### src/rtl/seq_det_pkg.sv
`default_nettype none
// ============================================================================
//  Module   : seq_det_pkg
//  Brief    : Shared types and helpers for the programmable sequence detector
//  Revision : 1.0  initial release
// ============================================================================
package seq_det_pkg;

  // Width of the generic mask helper; callers size-cast down to MAX_LEN,
  // so MAX_LEN must not exceed this value.
  localparam int MASK_W = 32;

  typedef enum logic [1:0] {
    UNCFG = 2'd0,  // no valid pattern loaded
    FILL  = 2'd1,  // fewer than len bits collected
    RUN   = 2'd2,  // window full, no match
    HIT   = 2'd3   // window matches pattern
  } state_e;

  // Mask with the low 'len' bits set.
  function automatic logic [MASK_W-1:0] len_mask(input int unsigned len);
    if (len >= MASK_W) return '1;
    return (MASK_W'(1) << len) - MASK_W'(1);
  endfunction

endpackage
`default_nettype wire

### src/rtl/seq_det_hist.sv
`default_nettype none
// ============================================================================
//  Module   : seq_det_hist
//  Brief    : Serial history shift register with saturating fill counter.
//             Exposes the post-sample history and fill-complete flag so the
//             caller can decide on a match in the same cycle.
//  Revision : 1.0  initial release
// ============================================================================
module seq_det_hist #(
  parameter int MAX_LEN = 8,
  parameter int LEN_W   = 4
) (
  input  logic               clk,
  input  logic               reset,
  input  logic               clr,      // discard history and fill
  input  logic               en,       // consume one bit
  input  logic               drop,     // with en: restart fill after this sample
  input  logic               a,
  input  logic [LEN_W-1:0]   len,
  output logic [MAX_LEN-1:0] hist_nx,
  output logic               full_nx
);

  // Only MAX_LEN-1 bits need storing: the oldest bit of a full window is
  // always shifted out before it can take part in another compare.
  logic [MAX_LEN-2:0] r_hist;
  logic [LEN_W-1:0]   r_fill;
  logic [LEN_W-1:0]   w_fill_nx;

  // Post-sample view of the window; fill saturates at the pattern length.
  always_comb begin
    hist_nx   = {r_hist, a};
    w_fill_nx = (r_fill >= len) ? len : r_fill + LEN_W'(1);
    full_nx   = (w_fill_nx == len);
  end

  // History and fill registers.
  always_ff @(posedge clk or posedge reset) begin
    if (reset) begin
      r_hist <= '0;
      r_fill <= '0;
    end else if (clr) begin
      r_hist <= '0;
      r_fill <= '0;
    end else if (en) begin
      r_hist <= hist_nx[MAX_LEN-2:0];
      r_fill <= drop ? '0 : w_fill_nx;
    end
  end

endmodule
`default_nettype wire

### src/rtl/seq_detector_param.sv
`default_nettype none
// ============================================================================
//  Module   : seq_detector_param
//  Brief    : Runtime-programmable Moore serial sequence detector with
//             overlapping / non-overlapping modes and a saturating hit count.
//             MAX_LEN is limited to seq_det_pkg::MASK_W (32).
//  Revision : 1.0  initial release
// ============================================================================
module seq_detector_param
  import seq_det_pkg::*;
#(
  parameter  int MAX_LEN = 8,
  parameter  int CNT_W   = 16,
  localparam int LEN_W   = $clog2(MAX_LEN + 1)
) (
  input  logic               clk,
  input  logic               reset,
  input  logic               en,
  input  logic               a,
  input  logic               cfg_load,
  input  logic [MAX_LEN-1:0] cfg_pattern,
  input  logic [LEN_W-1:0]   cfg_len,
  input  logic               cfg_overlap,
  output logic               y,
  output logic [CNT_W-1:0]   hit_count,
  output logic               cfg_err
);

  state_e             r_state;
  state_e             w_state_nx;
  logic [MAX_LEN-1:0] r_pattern;
  logic [LEN_W-1:0]   r_len;
  logic               r_overlap;

  logic [MAX_LEN-1:0] w_hist_nx;
  logic               w_full_nx;
  logic [MAX_LEN-1:0] w_mask;
  logic               w_sample;
  logic               w_match;
  logic               w_drop;
  logic               w_cfg_ok;

  seq_det_hist #(
    .MAX_LEN (MAX_LEN),
    .LEN_W   (LEN_W)
  ) u_hist (
    .clk     (clk),
    .reset   (reset),
    .clr     (cfg_load),
    .en      (w_sample),
    .drop    (w_drop),
    .a       (a),
    .len     (r_len),
    .hist_nx (w_hist_nx),
    .full_nx (w_full_nx)
  );

  // Sample qualification, masked compare and next-state selection.
  always_comb begin
    w_sample   = en && (r_state != UNCFG) && !cfg_load;
    w_mask     = MAX_LEN'(len_mask(32'(r_len)));
    w_match    = w_full_nx && (((w_hist_nx ^ r_pattern) & w_mask) == '0);
    // Non-overlap: a hit restarts the fill so the next match needs len fresh bits.
    w_drop     = w_match && !r_overlap;
    w_cfg_ok   = (cfg_len != '0) && (cfg_len <= LEN_W'(MAX_LEN));
    w_state_nx = r_state;
    if (cfg_load) begin
      w_state_nx = w_cfg_ok ? FILL : UNCFG;
    end else if (w_sample) begin
      if (w_match)        w_state_nx = HIT;
      else if (w_full_nx) w_state_nx = RUN;
      else                w_state_nx = FILL;
    end
  end

  // State, configuration, registered Moore output and saturating hit counter.
  always_ff @(posedge clk or posedge reset) begin
    if (reset) begin
      r_state   <= UNCFG;
      r_pattern <= '0;
      r_len     <= '0;
      r_overlap <= 1'b0;
      y         <= 1'b0;
      hit_count <= '0;
      cfg_err   <= 1'b0;
    end else begin
      r_state <= w_state_nx;
      y       <= (w_state_nx == HIT);
      if (cfg_load) begin
        r_pattern <= cfg_pattern;
        r_len     <= cfg_len;
        r_overlap <= cfg_overlap;
        hit_count <= '0;
        cfg_err   <= !w_cfg_ok;
      end else if (w_sample && w_match && !(&hit_count)) begin
        hit_count <= hit_count + CNT_W'(1);
      end
    end
  end

endmodule
`default_nettype wire

### config.mk
export PLATFORM = sky130hd
export DESIGN_NAME = seq_detector_param
export DESIGN_NICKNAME = d
export VERILOG_FILES = /design/src/rtl/seq_det_pkg.sv /design/src/rtl/seq_det_hist.sv /design/src/rtl/seq_detector_param.sv
export SDC_FILE = /design/constraint.sdc
export NUM_CORES = 1
export LEC_CHECK = 0
export ABC_AREA = 1
export ABC_CLOCK_PERIOD_IN_PS = 6400
export BUFFER_PORTS_ARGS = -buffer_cell sky130_fd_sc_hd__buf_2
export CORE_MARGIN = 2
export CORE_UTILIZATION = 51
export CTS_BUF_LIST = sky130_fd_sc_hd__clkbuf_16
export CTS_CLUSTER_SIZE = 25
export DETAILED_ROUTE_END_ITERATION = 7
export GPL_TIMING_DRIVEN = 0
export PLACE_DENSITY = 0.72
export RECOVER_POWER = 25
export SLEW_MARGIN = 20
export SYNTH_ARGS = -nofsm -noshare
export SYNTH_HDL_FRONTEND = slang
export SYNTH_SLANG_ARGS = --single-unit
### constraint.sdc
create_clock -name clk -period 6.4 [get_ports clk]
set_clock_uncertainty 0.15 [all_clocks]
set_input_delay 0 -clock clk [delete_from_list [all_inputs] [get_ports clk]]
set_output_delay 0 -clock clk [all_outputs]
set_load 0.05 [all_outputs]
==> qor.txt, run 1 <==
===============================================================================================
Clock tree sinks                                                                             44
Total Routing Usage GR                                                                   0.2380
Crit Reg-Reg Endpoint                                                              hit_count[15]$_DFFE_PP0P_
Global route overflow                                                                         0
Register cell area after layout                                                    0.001101 mm2
Most repeated cell in the gate-level netlist after synthesis                            nand2_1
Most instantiated cells after synthesis                                            nand2_1, dfrtp_1, inv_1
Internal power                                                                        0.4731 mW
Mux share of post-synthesis cell area                                                         0
Number of routed nets with antenna violations                                                 0
Worst hold slack after final layout                                                  0.08302 ns
Final clock period utilization by the worst path                                         0.4209
Max FO, Critical Path                                                                        10
DR WL/cell                                                                             12.97 um
Final RePlAce weighted congestion                                                        0.9233
Count of cells along the worst hold path                                                      5
Peak VDD IR                                                                           0.1740 mV
Sort of element at the end of the critical path                                        register
Part of the power in registers                                                            0.457
Reported leakage power                                                                 1.799 nW
Top-area cell type share of the netlist area                                             0.4046
Flip-flop and latch count after synthesis                                                    44
DRC marker count from the first detailed-route iteration                                    143
Pins Over Slew Limit                                                                          0
Setup crit start kind                                                                  register
Setup repair after global routing missed its margin                                       false
Starting density of the core                                                             0.5295
Largest family of logic cells by synthesized area                                  simple AND/OR/NAND/NOR gates
Min-Delay Startpoint                                                                         en
Power per cell area                                                                200.9 mW/mm2
Later-pin clock latency in the skew report                                              0.28 ns
Length of the first detailed-routing pass in iterations                                       4
Layout overhead on the synthesized area                                                  21.06%
Post-CTS repair timing setup buffer count                                                     0
Detailed placer's ending HPWL                                                          4.696 mm
Fill count                                                                                  488
Setup slack of the worst register-to-register path                                      3.71 ns
Total I/O pin count                                                                          36
Depth of the worst register-to-register path                                                 14
Total CTS buffers                                                                             5
H-tree Lvls                                                                                   2
Syn Std Cell Area                                                                  0.002721 mm2
Number of remaining DRC errors                                                                0
Area of the multi-input gates                                                      0.001384 mm2
Worst Max-Slew Pin Slew                                                                1.419 ns
Aggregate routed wire length                                                           6.487 mm
Synthesized area per cell                                                             7.375 um2
Endpoints failing hold                                                                        0
Mapped Nets                                                                                 394
Worst-case hold path end point                                                     u_hist.r_fill[2]$_DFFE_PP0P_
First-pass GRT wire length                                                             11.39 mm
Number of setup violations in the final report                                                0
Area share of and/or/nand/nor cells after synthesis                                      0.3614
Arr. time, crit path                                                                    2.76 ns
Reported net switching power                                                          0.1888 mW
Shortest clock period the worst path allows after layout                               2.693 ns
Clk Tree Root Cell                                                                    clkbuf_16
Final nets                                                                                  454
Number of antenna violations at the first check in global routing                             0
Number of enable flip-flop cells after synthesis                                              0
PortBufs                                                                                     35
Outcome                                                                               completed
Required time of the worst setup path                                                   6.47 ns
Vias per std cell                                                                         5.210
Synthesized-area fraction occupied by ao, oa, aoi and oai cells                         0.05701
Switching share of power                                                                 0.2852
N_diodes                                                                                      0
Type of the setup path with the least slack                                          reg -> reg
Core Rows                                                                                    26
Hold WC Path Type                                                                     in -> reg
Xor and xnor area share after synthesis                                                 0.05793
Portion of the post-synthesis area used by sequential elements                           0.4046
Post-synthesis instance total                                                               369
Highest achievable clock rate                                                        0.3713 GHz
Clock buffer depth                                                                            2
CTS tree                                                                                    yes
Vertical extent of the die                                                             77.05 um
Clock power frac                                                                          0.360
Max-capacitance violation count                                                               0
Largest net degree at the start of global routing                                            27
Adder-cell share of the synthesized area                                                0.03218
Share of final-layout standard cells stronger than drive strength 1                      0.1395
TNS Setup                                                                                  0 ns
Most area-hungry cell type in the Yosys netlist                                         dfrtp_1
Largest cells by area after synthesis                                              dfrtp_1, nand2_1, nand3_1, nand4_1, inv_1
Async set-reset flop share out of synthesis                                               1.000
Clock input transition at the sequential cells of the worst setup and hold paths        0.06 ns
Synth warnings                                                                                0
Dominant synthesized flop cell                                                          dfrtp_1
Vias in the first global route                                                             2459
FF-to-FF Start                                                                     r_len[1]$_DFFE_PP0P_
Std-Cell Core Area                                                                 0.005140 mm2
Width of the chip                                                                      77.05 um
Combinational group share of total power                                                  0.183
Via Count                                                                                  2605
Normalized max-slew margin                                                              0.05393
Netlist cell types                                                                           28
Total die area                                                                     0.005936 mm2
===============================================================================================
-- how the worst max path moves through the flow --
stage	start	endpoint	slack [ns]
after floorplan	r_len[1]$_DFFE_PP0P_	hit_count[0]$_DFFE_PP0P_	4.11
after global placement	r_len[1]$_DFFE_PP0P_	hit_count[2]$_DFFE_PP0P_	3.75
after detailed placement	r_len[1]$_DFFE_PP0P_	hit_count[15]$_DFFE_PP0P_	3.73
after CTS	r_len[1]$_DFFE_PP0P_	hit_count[5]$_DFFE_PP0P_	3.71
after global routing	r_len[1]$_DFFE_PP0P_	hit_count[2]$_DFFE_PP0P_	3.40
final	r_len[1]$_DFFE_PP0P_	hit_count[15]$_DFFE_PP0P_	3.71
-- per-layer routing --
metal  part of all wire  global-route usage
met3              0.029             0.03176
met5                  0                   0
met4              0.011             0.07143
met2               0.46              0.3982
met1               0.50              0.3228
-- repair_timing --
| action | CTS | global route |
|---|---|---|
| gates resized for setup | 0 | 0 |
| setup endpoints to repair | 0 | 0 |
| hold buffers | 17 | 0 |
| endpoints found under the hold margin | 64 | 0 |
-- state kept, by name, summed over array words and instances, names as in the netlist --
register,cells
cfg_err,1
hit_count,16
r_len,4
r_overlap,1
r_pattern,8
r_state,2
u_hist.r_fill,4
u_hist.r_hist,7
y,1
-- through the flow --
stage / instances / power [mW] / util / setup WS [ns] / instance area (um2)
global placement: 474 / 0.4176 / 0.5806 / 3.745 / 2984
global route: 500 / 0.7000 / 0.6409 / 3.403 / 3294
finish: 500 / 0.6619 / 0.6409 / 3.707 / 3294
CTS: 500 / 0.6692 / 0.6441 / 3.712 / 3311
detailed placement: 475 / 0.4217 / 0.5845 / 3.728 / 3004
floorplan: 369 / 0.3903 / - / 4.114 / 2721
-- layout by cell type (no fill, tap or decap) --
cell type and instances:
nor3_1 5, nand3_2 1, nand4_4 1, dlygate4sd3_1 17
clkbuf_1 5, buf_2 38, nor2_2 5, nand3_1 40
inv_2 6, clkbuf_16 5, nand2_1 104, o21ai_1 2
inv_1 45, clkinv_1 2, nor3_4 1, xnor2_1 1
dfrtp_1 44, xor2_1 17, buf_1 2, ha_1 7
buf_6 1, o22ai_1 6, nand2_2 1, nand4_1 29
nor2_1 22, o21ai_0 12, nor2_4 1, nand3b_1 1
a21oi_1 8, a21boi_1 1
-- critical path, stage by stage (launching register included) --
cell and delay [ns]:
dfrtp_1 0.31, buf_2 0.21, inv_1 0.14, ha_1 0.30
nand2_1 0.05, nand2_1 0.07, nand2_1 0.17, nand4_1 0.14
nand2_1 0.08, nor2_2 0.20, nand2_1 0.12, nor2_2 0.24
buf_2 0.27, nand4_1 0.10, nand2_1 0.10
-- area by class of cell --
cell class,instances,area share
inverter,50,0.05697
timing repair buffer,53,0.1060
sequential,44,0.3342
multi-input combinational,265,0.4201
buffer,10,0.01481
clock buffer,5,0.03798
clock inverter,3,0.003418
tap,70,0.02659
-- power by group through the flow --
stage	combinational (mW)	clock, mW	sequential, mW
5_1_grt	0.140	0.256	0.304
6_report	0.121	0.238	0.302
4_1_cts	0.123	0.244	0.302
2_1_floorplan	0.0827	0	0.308
3_3_place_gp	0.111	0	0.307
3_5_place_dp	0.114	0	0.307
-- cells by family (layout without fill, tap and decap cells) --
family,Yosys count,count (layout)
and+or+nand+nor,211,211
buffers and inverters,60,121
DFF,44,44
AOI/OAI and AO/OA,29,29
xor gates and xnor gates,18,18
adders and majority gates,7,7
No activity file was read; power rests on OpenSTA's default activity.
==> run 2: changes to the inputs <==
--- a/config.mk
+++ b/config.mk
@@ -5,8 +5,8 @@
 export SDC_FILE = /design/constraint.sdc
 export NUM_CORES = 1
 export LEC_CHECK = 0
-export ABC_AREA = 1
-export ABC_CLOCK_PERIOD_IN_PS = 6400
+export ABC_AREA = 0
+export ABC_CLOCK_PERIOD_IN_PS = 2800
 export BUFFER_PORTS_ARGS = -buffer_cell sky130_fd_sc_hd__buf_2
 export CORE_MARGIN = 2
 export CORE_UTILIZATION = 51
==> constraint.sdc (replaced) <==
create_clock -name clk -period 2.8 [get_ports clk]
set_clock_uncertainty 0.15 [all_clocks]
set_input_delay 0 -clock clk [delete_from_list [all_inputs] [get_ports clk]]
set_output_delay 0 -clock clk [all_outputs]
set_load 0.05 [all_outputs]
==> run 2 against run 1 <==
Net effect: synthesized cell count decreased by 34%; sequential share of layout area about the same; highest routed layer unchanged; design area increased by 0.11%; global-route usage decreased by 0.46 points; register-to-register slack got worse by 3.8 ns; largest cell class unchanged; core utilization increased by 6.2 points; sequential cell count unchanged; fmax decreased by 6.9%; first-iteration DRC count increased by 15%; critical endpoint is now hit_count[13]$_DFFE_PP0P_; combinational power increased to 2.7 times the previous value; via count decreased by 18%; the flow now finishes with violations (setup timing); die area decreased by 9.2%.
==> qor.txt, run 2 <==
===============================================================================================
Outcome                                                                            complete, but fails checks
Violations in the final reports                                                    setup timing
Most area-hungry cell type in the Yosys netlist                                         dfrtp_1
N_diodes                                                                                      0
Highest-count cells in the layout ignoring fill and taps                           dfrtp_1, buf_2, nand2_1
Top-area cell type share of the netlist area                                             0.4481
Ordered cell list for the critical path                                            buf_6 -> or4_4 -> ha_4 -> a2bb2oi_2 -> o211ai_2 -> buf_4 -> a211o_4 -> nor2_4 -> nand2_2 -> mux2_4
Syn Std Cell Area                                                                  0.002457 mm2
DR WL/cell                                                                             16.58 um
Total I/O pin count                                                                          36
Xor and xnor area share after synthesis                                                 0.07485
Final nets                                                                                  336
Total die area                                                                     0.005390 mm2
Final RePlAce weighted congestion                                                        0.8305
Area of the multi-input gates                                                      0.001439 mm2
Final clock period utilization by the worst path                                          1.033
Post-synthesis instance total                                                               243
Clock buffer depth                                                                            2
Via Count                                                                                  2145
Area share of and/or/nand/nor cells after synthesis                                      0.1609
Peak VDD IR                                                                           0.4302 mV
Register cell area after layout                                                    0.001104 mm2
Later-pin clock latency in the skew report                                              0.28 ns
Post-Place Worst Slack                                                               -0.2358 ns
Total Routing Usage GR                                                                   0.2334
Number of routed nets with antenna violations                                                 0
Sort of element at the end of the critical path                                        register
Cell area after placement                                                          0.002723 mm2
Netlist cell types                                                                           56
Vias in the first global route                                                             2084
Clock input transition at the sequential cells of the worst setup and hold paths        0.06 ns
Setup repair after global routing missed its margin                                        true
Largest family of logic cells by synthesized area                                  compound AO/OA/AOI/OAI gates
Hold WC Path Type                                                                     in -> reg
Most instantiated cells after synthesis                                            dfrtp_1, nand2_1, nor2_1
CTS tree                                                                                    yes
Most repeated cell in the gate-level netlist after synthesis                            dfrtp_1
Total CTS buffers                                                                             5
Min-Delay Startpoint                                                                   cfg_load
Mapped Nets                                                                                 268
Layout overhead on the synthesized area                                                  34.22%
Synth warnings                                                                                0
Arr. time, crit path                                                                    2.91 ns
Clk Tree Root Cell                                                                    clkbuf_16
Max FO, Critical Path                                                                         5
Synthesized-area fraction occupied by ao, oa, aoi and oai cells                          0.1757
Largest net degree at the start of global routing                                            34
FF-to-FF Start                                                                     r_len[3]$_DFFE_PP0P_
Core Rows                                                                                    25
Largest cells by area after synthesis                                              dfrtp_1, xnor2_1, mux2_2, ha_1, a21oi_1
Shortest clock period the worst path allows after layout                               2.892 ns
Dominant synthesized flop cell                                                          dfrtp_1
Largest register FFs                                                                         16
Power per cell area                                                                479.1 mW/mm2
PortBufs                                                                                     34
Number of setup violations in the final report                                               12
Max-capacitance violation count                                                               0
Final instance area                                                                0.003298 mm2
First-pass GRT wire length                                                             9.756 mm
Fill count                                                                                  354
Worst Max-Slew Pin Slew                                                                1.462 ns
Worst hold slack after final layout                                                  0.02950 ns
Std-Cell Core Area                                                                 0.004692 mm2
Normalized max-slew margin                                                              0.02542
Max incr delay on CP                                                                    0.53 ns
Reported leakage power                                                                 1.482 nW
Async set-reset flop share out of synthesis                                               1.000
Width of the chip                                                                      73.42 um
Vertical extent of the die                                                             73.42 um
Highest achievable clock rate                                                        0.3457 GHz
Setup crit start kind                                                                  register
DRC marker count from the first detailed-route iteration                                    164
Portion of the post-synthesis area used by sequential elements                           0.4481
H-tree Lvls                                                                                   2
Vias per std cell                                                                         5.861
Number of remaining DRC errors                                                                0
Count of buffering cells on the critical path with inverters included                         2
Largest registers                                                                  hit_count (16), r_pattern (8), u_hist.r_hist (7)
Starting density of the core                                                             0.5237
Synthesized area per cell                                                             10.11 um2
Share of final-layout standard cells stronger than drive strength 1                      0.3269
Startpoint of the most critical setup path                                         r_len[3]$_DFFE_PP0P_
CP max stage cell                                                                         or4_4
CP delay by family, top                                                            simple AND/OR/NAND/NOR gates
Required time of the worst setup path                                                   2.82 ns
Final setup slack of the worst path                                                 -0.09246 ns
Flip-flop and latch count after synthesis                                                    44
Type of the setup path with the least slack                                          reg -> reg
Most common cell after layout, fill and taps aside                                      dfrtp_1
Global route overflow                                                                         0
Length of the first detailed-routing pass in iterations                                       4
Clock tree sinks                                                                             44
Number of antenna violations at the first check in global routing                             0
Detailed placer's ending HPWL                                                          3.881 mm
Aggregate routed wire length                                                           6.067 mm
Mux share of post-synthesis cell area                                                   0.05855
TNS Setup                                                                            -0.5837 ns
Number of enable flip-flop cells after synthesis                                              0
Adder-cell share of the synthesized area                                                0.03564
Register containing the most flip-flops in the final layout                           hit_count
Endpoints failing hold                                                                        0
Pins Over Slew Limit                                                                          0
===============================================================================================
run 2: cell types whose count changed after synthesis, moves of 5 or more:
cell,previous run,this run
nand2_1,104,18
nand3_1,40,6
inv_1,43,14
nand4_1,29,3
xnor2_1,1,13
mux2_2,0,10
xor2_1,17,8
a22o_1,0,7
a21oi_1,8,14
inv_2,6,0
nor2_1,22,16
nor2_2,5,0
o21ai_0,12,7
run 2: final cells by class:
class / instances / share of cell area
multi-input combinational: 173 / 0.4363
clock buffer: 5 / 0.03794
inverter: 14 / 0.01593
clock inverter: 3 / 0.004173
buffer: 8 / 0.01366
sequential: 44 / 0.3346
timing repair buffer: 65 / 0.1369
tap: 54 / 0.02049
run 2: power breakdown:
part	switching [mW]	internal (mW)
clock	0.238	0.324
sequential	0.0300	0.666
combinational	0.172	0.149
total	0.441	1.14
run 2: per-stage QoR:
| step | total power [mW] | cells | utilization |
|---|---|---|---|
| finish | 1.580 | 366 | 0.7029 |
| global route | 1.638 | 366 | 0.7029 |
| CTS | 1.550 | 362 | 0.6720 |
| detailed placement | 0.9547 | 332 | 0.5803 |
| global placement | 0.9431 | 331 | 0.5760 |
| floorplan | 0.8888 | 243 | - |
run 2: kinds of logic after synthesis:
family | Yosys count
multiplexers | 13
XOR/XNOR | 21
adder cells (fa/ha/maj) | 7
AND/OR/NAND/NOR | 73
buffers and inverters | 26
flip-flops | 44
AO/OA/AOI/OAI | 59
run 2: repair_timing:
action,in CTS,in global routing
setup endpoints to repair,20,20
pin swaps,8,12
gates resized for setup,13,23
hold buffers,16,0
setup buffers,7,7
cloned,0,0
hold endpoints to repair,60,0
run 2: final timing paths:
path | to | slack (ns) | cells after the start
max | hit_count[13]$_DFFE_PP0P_ | -0.09 | 10
min | cfg_err$_DFFE_PP0P_ | 0.03 | 3
max in group asynchronous | hit_count[11]$_DFFE_PP0P_ | 0.53 | 4
min in group asynchronous | u_hist.r_hist[1]$_DFFE_PP0P_ | 0.13 | 3
max reg2reg | hit_count[13]$_DFFE_PP0P_ | -0.09 | 10
min reg2reg | r_state[1]$_DFF_PP0_ | 0.35 | 1
run 2: tightest hold or removal path: cells and delay by family:
family                 cells  cell delay [ns]
buffers and inverters      1             0.18
and+or+nand+nor            1             0.14
AOI/OAI and AO/OA          1             0.12
run 2: metal layers:
| layer | routed length (um) | global-route usage | vias to the layer above |
|---|---|---|---|
| met1 | 2772 | 0.3366 | 1072 |
| met4 | 91 | 0.08485 | 0 |
| met3 | 199 | 0.03567 | 8 |
| met2 | 3004 | 0.3584 | 50 |
| li1 | - | - | 1015 |
| met5 | 0 | 0 | - |
